==> src/rtl/design_mux_gen.sv <==
// Hosts NUM_DESIGNS user designs behind one pad bank; a Wishbone register file selects
// the active design, and every switch holds all designs in reset with tri-stated pads.
module design_mux_gen #(
  parameter int          NUM_DESIGNS = 8,
  parameter int          IO_W        = 36,
  parameter int          SETTINGS_W  = 32,
  parameter int          RST_HOLD    = 16,
  parameter logic [31:0] BASE_ADDR   = 32'h3000_0000
) (
  input  logic                        wb_clk_i,
  input  logic                        wb_rst_i,
  input  logic                        wbs_cyc_i,
  input  logic                        wbs_stb_i,
  input  logic                        wbs_we_i,
  input  logic [3:0]                  wbs_sel_i,
  input  logic [31:0]                 wbs_adr_i,
  input  logic [31:0]                 wbs_dat_i,
  output logic                        wbs_ack_o,
  output logic [31:0]                 wbs_dat_o,
  output logic [NUM_DESIGNS-1:0]      design_rst_n,
  input  logic [NUM_DESIGNS*IO_W-1:0] design_io_out,
  input  logic [NUM_DESIGNS*IO_W-1:0] design_io_oeb,
  output logic [IO_W-1:0]             io_out,
  output logic [IO_W-1:0]             io_oeb,
  output logic [SETTINGS_W-1:0]       custom_settings,
  output logic [31:0]                 status_o
);

  localparam int SEL_W = (NUM_DESIGNS > 1) ? $clog2(NUM_DESIGNS) : 1;
  localparam int CNT_W = (RST_HOLD > 1) ? $clog2(RST_HOLD) : 1;
  localparam logic [CNT_W-1:0] CNT_LAST = CNT_W'(RST_HOLD - 1);

  typedef enum logic [1:0] {S_OFF, S_HOLD, S_RUN} state_t;

  state_t                r_state;
  state_t                w_state_next;
  logic [CNT_W-1:0]      r_cnt;
  logic [CNT_W-1:0]      w_cnt_next;
  logic [7:0]            r_sel;
  logic                  r_en;
  logic                  r_err;
  logic [15:0]           r_switch_cnt;
  logic [SETTINGS_W-1:0] r_settings;
  logic                  r_ack;
  logic [31:0]           r_dat;

  logic                  w_req;
  logic                  w_acc;
  logic                  w_sel_wr;
  logic                  w_set_wr;
  logic                  w_srst_wr;
  logic                  w_idx_ok;
  logic                  w_release;
  logic [31:0]           w_status;
  logic [31:0]           w_settings_ext;
  logic [31:0]           w_rdata;
  logic [SETTINGS_W-1:0] w_settings_new;
  logic [SEL_W-1:0]      w_sel_idx;
  logic [IO_W-1:0]       w_slice_out [NUM_DESIGNS];
  logic [IO_W-1:0]       w_slice_oeb [NUM_DESIGNS];
  logic                  w_unused;

  // A new request is only accepted while ack is low, so held strobes get every other cycle.
  assign w_req     = wbs_cyc_i && wbs_stb_i && (wbs_adr_i[31:4] == BASE_ADDR[31:4]);
  assign w_acc     = w_req && !r_ack;
  assign w_sel_wr  = w_acc && wbs_we_i && (wbs_adr_i[3:2] == 2'd0);
  assign w_set_wr  = w_acc && wbs_we_i && (wbs_adr_i[3:2] == 2'd1);
  assign w_srst_wr = w_acc && wbs_we_i && (wbs_adr_i[3:2] == 2'd3);
  assign w_idx_ok  = ({24'd0, wbs_dat_i[7:0]} < 32'(NUM_DESIGNS));
  assign w_unused  = &{1'b0, wbs_adr_i[1:0], wbs_dat_i};

  assign w_sel_idx = r_sel[SEL_W-1:0];
  assign w_status  = {r_switch_cnt, 5'd0, r_err, (r_state == S_HOLD), r_en, r_sel};
  assign w_release = (r_state == S_HOLD) && (w_state_next == S_RUN);

  always_comb begin
    w_settings_ext = '0;
    w_settings_ext[SETTINGS_W-1:0] = r_settings;
  end

  generate
    for (genvar gi = 0; gi < SETTINGS_W; gi++) begin : g_set_bit
      assign w_settings_new[gi] = wbs_sel_i[gi/8] ? wbs_dat_i[gi] : r_settings[gi];
    end
    for (genvar gi = 0; gi < NUM_DESIGNS; gi++) begin : g_design
      assign w_slice_out[gi]  = design_io_out[gi*IO_W +: IO_W];
      assign w_slice_oeb[gi]  = design_io_oeb[gi*IO_W +: IO_W];
      assign design_rst_n[gi] = (r_state == S_RUN) && (w_sel_idx == SEL_W'(gi));
    end
  endgenerate

  always_comb begin
    w_rdata = '0;
    case (wbs_adr_i[3:2])
      2'd0:    w_rdata = {23'd0, r_en, r_sel};
      2'd1:    w_rdata = w_settings_ext;
      2'd2:    w_rdata = w_status;
      default: w_rdata = '0;
    endcase
  end

  // Register writes override the running hold count; a SEL write mid-hold restarts it.
  always_comb begin
    w_state_next = r_state;
    w_cnt_next   = r_cnt;
    if (r_state == S_HOLD) begin
      if (r_cnt == CNT_LAST) begin
        w_state_next = S_RUN;
      end else begin
        w_cnt_next = r_cnt + 1'b1;
      end
    end
    if (w_sel_wr) begin
      if (!w_idx_ok || !wbs_dat_i[8]) begin
        w_state_next = S_OFF;
      end else begin
        w_state_next = S_HOLD;
        w_cnt_next   = '0;
      end
    end else if (w_srst_wr && (r_state == S_RUN)) begin
      w_state_next = S_HOLD;
      w_cnt_next   = '0;
    end
  end

  always_ff @(posedge wb_clk_i) begin
    if (wb_rst_i) begin
      r_state <= S_OFF;
      r_cnt   <= '0;
    end else begin
      r_state <= w_state_next;
      r_cnt   <= w_cnt_next;
    end
  end

  always_ff @(posedge wb_clk_i) begin
    if (wb_rst_i) begin
      r_sel        <= '0;
      r_en         <= 1'b0;
      r_err        <= 1'b0;
      r_switch_cnt <= '0;
      r_settings   <= '0;
      r_ack        <= 1'b0;
      r_dat        <= '0;
    end else begin
      r_ack <= w_acc;
      r_dat <= (w_acc && !wbs_we_i) ? w_rdata : 32'd0;
      if (w_sel_wr) begin
        if (!w_idx_ok) begin
          r_en  <= 1'b0;
          r_err <= 1'b1;
        end else begin
          r_sel <= wbs_dat_i[7:0];
          r_en  <= wbs_dat_i[8];
          r_err <= 1'b0;
        end
      end
      if (w_set_wr) r_settings <= w_settings_new;
      if (w_release) r_switch_cnt <= r_switch_cnt + 16'd1;
    end
  end

  assign io_out          = (r_state == S_RUN) ? w_slice_out[w_sel_idx] : '0;
  assign io_oeb          = (r_state == S_RUN) ? w_slice_oeb[w_sel_idx] : '1;
  assign wbs_ack_o       = r_ack;
  assign wbs_dat_o       = r_dat;
  assign custom_settings = r_settings;
  assign status_o        = w_status;

endmodule

==> config.mk <==
export PLATFORM = sky130hd
export DESIGN_NAME = design_mux_gen
export DESIGN_NICKNAME = d
export VERILOG_FILES = /design/src/rtl/design_mux_gen.sv
export SDC_FILE = /design/constraint.sdc
export NUM_CORES = 1
export LEC_CHECK = 0
export BUFFER_PORTS_ARGS = -buffer_cell sky130_fd_sc_hd__buf_2
export CAP_MARGIN = 20
export CORE_AREA = 4 4 317 319
export DETAILED_ROUTE_END_ITERATION = 8
export DIE_AREA = 0 0 321 323
export PLACE_DENSITY_LB_ADDON = 0.12
export SYNTH_ARGS = -nofsm -noshare
export SYNTH_HDL_FRONTEND = slang
export SYNTH_SLANG_ARGS = --single-unit
==> constraint.sdc <==
create_clock -name wb_clk_i -period 3.4 [get_ports wb_clk_i]
set_input_delay 0 -clock wb_clk_i [delete_from_list [all_inputs] [get_ports wb_clk_i]]
set_output_delay 0 -clock wb_clk_i [all_outputs]
set_load 0.02 [all_outputs]
Word level (Yosys, flattened, before mapping)
Index checks and enable logic that the tools add are counted.

word-level totals
  register bits = 97
  input port bits = 649
  output and inout bits = 177
  word-level logic and storage cells = 85

operators by class
  add/subtract/negate cells = 2
  $lt $le $gt $ge = 2
  equal/unequal tests = 15
  mux-type cells = 21
  bitwise logic cells = 2
  reductions and logical operators = 31

operators by type and width
  kind                                                                   count
  36-bit binary-select mux with 3-bit select                             2
  36-bit two-way mux                                                     6
  32-bit one-hot mux with 3 select lines                                 1
  28-bit by 26-bit == test with 1-bit output (second input constant)     1
  4-bit two-way mux                                                      5
  1-bit logical AND                                                      18
  16-bit by 1-bit adder with 16-bit output (second input constant)       1
  3-bit == test (second input constant)                                  4
  2-bit AND reduction                                                    5
  2-bit == test (second input constant)                                  4
  8-bit by 4-bit < comparator with 1-bit output (second input constant)  1
  2-bit two-way mux                                                      4
  3-bit by 2-bit == test with 1-bit output (second input constant)       2
  4-bit by 1-bit adder with 4-bit output (second input constant)         1
  2-bit by 1-bit == test with 1-bit output (second input constant)       2
  4-bit == test (second input constant)                                  1
  4-bit greater-or-equal comparator (second input constant)              1
  1-bit zero test                                                        4
  3-bit NOT with 4-bit output                                            1
  3-bit by 1-bit == test with 1-bit output (second input constant)       1
  3-bit zero test                                                        1
  1-bit two-way mux                                                      3
  2-bit zero test                                                        1
  2-bit OR reduction                                                     1
  2 further kinds                                                        2

Logic depth before layout (Yosys ltp)
  depth in word-level cells = 10
  mapped depth = 8
  mapped depth without buffers = 6

Worst setup path before layout
Ideal clock, no wire load.

  kind = register to output
  start = reg r_sel[1]
  end = out design_rst_n[2]
  arrival time = 1932 ps
  data required time = 3400 ps
  setup slack = 1468 ps
  stages on the path, launching flop included = 5
  buffers on the path = 3
  path through = dfxtp_1 clkbuf_1 buf_2 buf_1 nor4b_1

between the ends
  longest elaborated chain between the ends = 2

ends and longest elaborated chain
  what                                      line  RTL
  start: declaration                        39    logic [7:0] r_sel;
  start signal: assignment                  153   r_sel <= wbs_dat_i[7:0];
  3-bit by 2-bit == test with 1-bit output  88    assign design_rst_n[gi] = (r_state == S_RUN) && (w_sel_idx == SEL_W'(gi));
  1-bit logical AND                         88
  end: declaration                          20    output logic [NUM_DESIGNS-1:0] design_rst_n,

Every way passes these cells.

Worst setup path after layout
  start = reg r_sel[0]
  end = out io_oeb[30]

between the ends
  longest elaborated chain between the ends = 5

ends and longest elaborated chain
  what                                                   line  RTL
  3-bit NOT with 4-bit output (not written as such)      164   assign io_oeb = (r_state == S_RUN) ? w_slice_oeb[w_sel_idx] : '1;
  36-bit binary-select mux with 3-bit select             164
  36-bit two-way mux (not written as such) (2 in a row)  164
  36-bit two-way mux                                     164
  end: declaration                                       24    output logic [IO_W-1:0] io_oeb,

Every way passes these cells. The select of a mux whose other input is x is not followed.

==> flow_summary.ini <==
[sta]
rsz0062_at_grt = false
fin_skew_ns = 0.009424
slew_headroom = 0.4153
finalSetupViolations = 0
finalHoldViolations = 1
max_freq_ghz = 0.3574
post-route-period-util = 0.8230
worst_pin_slew_ns = 0.8771
slew_violations = 0
tns_ns = 0
hold_slack_ns = -0.004222
post-route-min-period_ns = 2.798

[detailed_routing]
drt_iter0_drc = 486
vias = 10540
viasPerCell = 3.648
postRouteAntennaNets = 0
dr.pass1.iters = 4
drc = 0
wire_per_inst_um = 27.77
drt_wl_total_mm = 80.24

[yosys]
synth_edf_count = 0
synthMuxAreaShare = 0.5008
syn_avg_cell_area_sq_um = 11.26
synthFlopType = dfxtp_1
ys_warn_count = 0
synthTopCellsByCount = 144 x mux4_2, 104 x mux2i_1, 97 x dfxtp_1, 89 x nor2_1, 50 x nand2_1
synth_top_family_by_area = multiplexers
synthAdderAreaFrac = 0.002925
async_reset_ff_frac = 0
synthCells = 760
synthesis.area_sq_um = 8554
yosys.area_share.xor_xnor = 0.001024
synth.distinct_cells = 50
synth_top_cell_by_area = mux4_2
ys_seq_elements = 97
synth_top_cell_area_share = 0.3791
yosysMostFrequentCell = mux4_2
ys_seq_area_frac = 0.2270
netlist_top_cells_area = mux4_2 38%, dfxtp_1 23%, mux2i_1 12%
synth_compound_area_frac = 0.05529
synth-simple-area-share = 0.1688

[power]
ir_drop_v = 0.0002461
switching_share = 0.2657
p_clk_frac = 0.391
p_int_mw = 2.249
comb_power_share = 0.239
power.switching_uw = 813.8
p_per_area_nw_per_um2 = 204.2
leakage_nw = 6.067
seqPwrFrac = 0.370

[run]
max-cap-violations = 0

[cts]
htree_num_levels = 3
cts_inserted_buffers = 9
cts.path.max_buffers = 2
cts_setup_buffers = 0
cts_tree = yes
cts-root-buf = clkbuf_16
clock_sinks = 97
clkLatencyLatePin_ns = 0.38
clk_pin_slew_worst_paths_ns = 0.07

[placement]
portBuffers = 818
place_congestion = 0.9096
dp_hpwl_mm = 72.34

[floorplanning]
start_util = 0.08743
fp.coreArea_sq_um = 97840
fp.dieArea_sq_um = 103700
fp-row-count = 115
dieWidth_um = 321
ios = 826
die_h_um = 323

[worst_setup_path]
cp-start-kind = register
cpMaxStageDelayCell = dfxtp_4
worstPathCellList = buf_12 -> mux4_2 -> mux2i_1 -> nand2_1 -> buf_2
ff2ff_setup_slack_ns = 0.74
worstPathRequired_ns = 3.40
cp_max_fo = 34
critPathKind = register to output pin
critPathMaxStageDelay_ns = 0.62
worstPathArrival_ns = 2.80
end_kind = output pin

[run_status]
status = finished, violations left
violations = hold timing

[grt]
grt_usage = 0.1464
antenna_found_initial = 86
grt_pass1_vias = 11170
grt_max_degree = 48
grt_first_pass_wirelength_mm = 103.4
gr-total-overflow = 0

[min_path]
min_path_type = input port to register

[finish]
finalNetCount = 2235
nFillCells = 11220
area_growth_pct = 75.35
final_layout_size_suffix_gt1_frac = 0.6511
-- kinds of logic after synthesis --
group,after synthesis
AOI/OAI and AO/OA,76
xor gates and xnor gates,1
adders and majority gates,2
buffers and inverters,84
DFF,97
muxes,248
other,1
and+or+nand+nor,251
-- sequential cells by signal, summed over array words and instances (netlist names) --
signal	cells
r_state	2
wbs_ack_o	1
r_cnt	4
custom_settings	32
wbs_dat_o	32
r_switch_cnt	16
r_en	1
r_sel	8
r_err	1
-- through the flow --
stage	power, mW	instances	worst slack, ns	utilization	area (sq um)
final	3.062	2890	0.6017	0.1533	15000
after CTS	3.131	2875	0.5626	0.1529	14960
after global routing	3.193	2879	0.4723	0.1530	14970
after global placement	1.865	2823	0.9970	0.1457	14260
after detailed placement	1.867	2823	0.9827	0.1457	14260
after floorplan	1.361	764	1.468	-	8569
-- final cells by class --
class	instances	area [sq um]	area share
antenna	15	37.54	0.002502
clock buffer	10	250.2	0.01668
clock inverter	5	85.08	0.005672
inverter	7	26.28	0.001752
multi-input combinational	583	6266	0.4177
sequential	97	1953	0.1302
tap	1287	1610	0.1073
timing repair buffer	886	4772	0.3181
-- layout by cell type, fill, tap and decap left out, drive strengths merged, types with 15 or more instances in the layout --
cell type / n
dfxtp: 97
buf: 849
a22oi: 18
mux4: 144
nor2: 89
dlygate4sd3: 37
a21oi: 33
mux2i: 104
diode: 15
nand2: 51
-- repair_timing --
action / 4_1_cts / 5_1_grt
hold endpoints to repair: 37 / 0
endpoints found under the setup margin: 0 / 0
gates resized for setup: 0 / 0
hold buffers: 37 / 0
-- metal layers --
layer	part of all wire	up-vias	global-route usage
met2	0.55	563	0.2842
met1	0.38	5162	0.1675
li1	-	4656	-
met4	0.022	12	0.02808
met5	0.00095	-	0
met3	0.051	150	0.02628
-- path summary, 6_finish.rpt --
check                               start             endpoint  depth (start not counted)
worst max-delay path             r_sel[0]           io_oeb[30]                          5
worst min register to register   r_cnt[1]             r_cnt[1]                          2
worst min-delay path             wb_rst_i  custom_settings[12]                          2
worst max register to register  wbs_ack_o  custom_settings[14]                          7
-- power by group through the flow --
stage               Sequential, mW  Combinational, mW  Clock [mW]
detailed placement            1.16              0.708           0
floorplan                     1.16              0.199           0
global route                  1.13              0.785        1.28
global placement              1.16              0.706           0
CTS                           1.13              0.741        1.26
finish                        1.13              0.732        1.20
-- worst max-delay path, delay by kind of cell, from the launching register on --
family | cells | cell delay (ns)
AND/OR/NAND/NOR | 1 | 0.11
buffers and inverters | 2 | 0.52
flip-flops | 1 | 0.62
multiplexers | 2 | 1.08
Power figures use the tool's default switching activity.
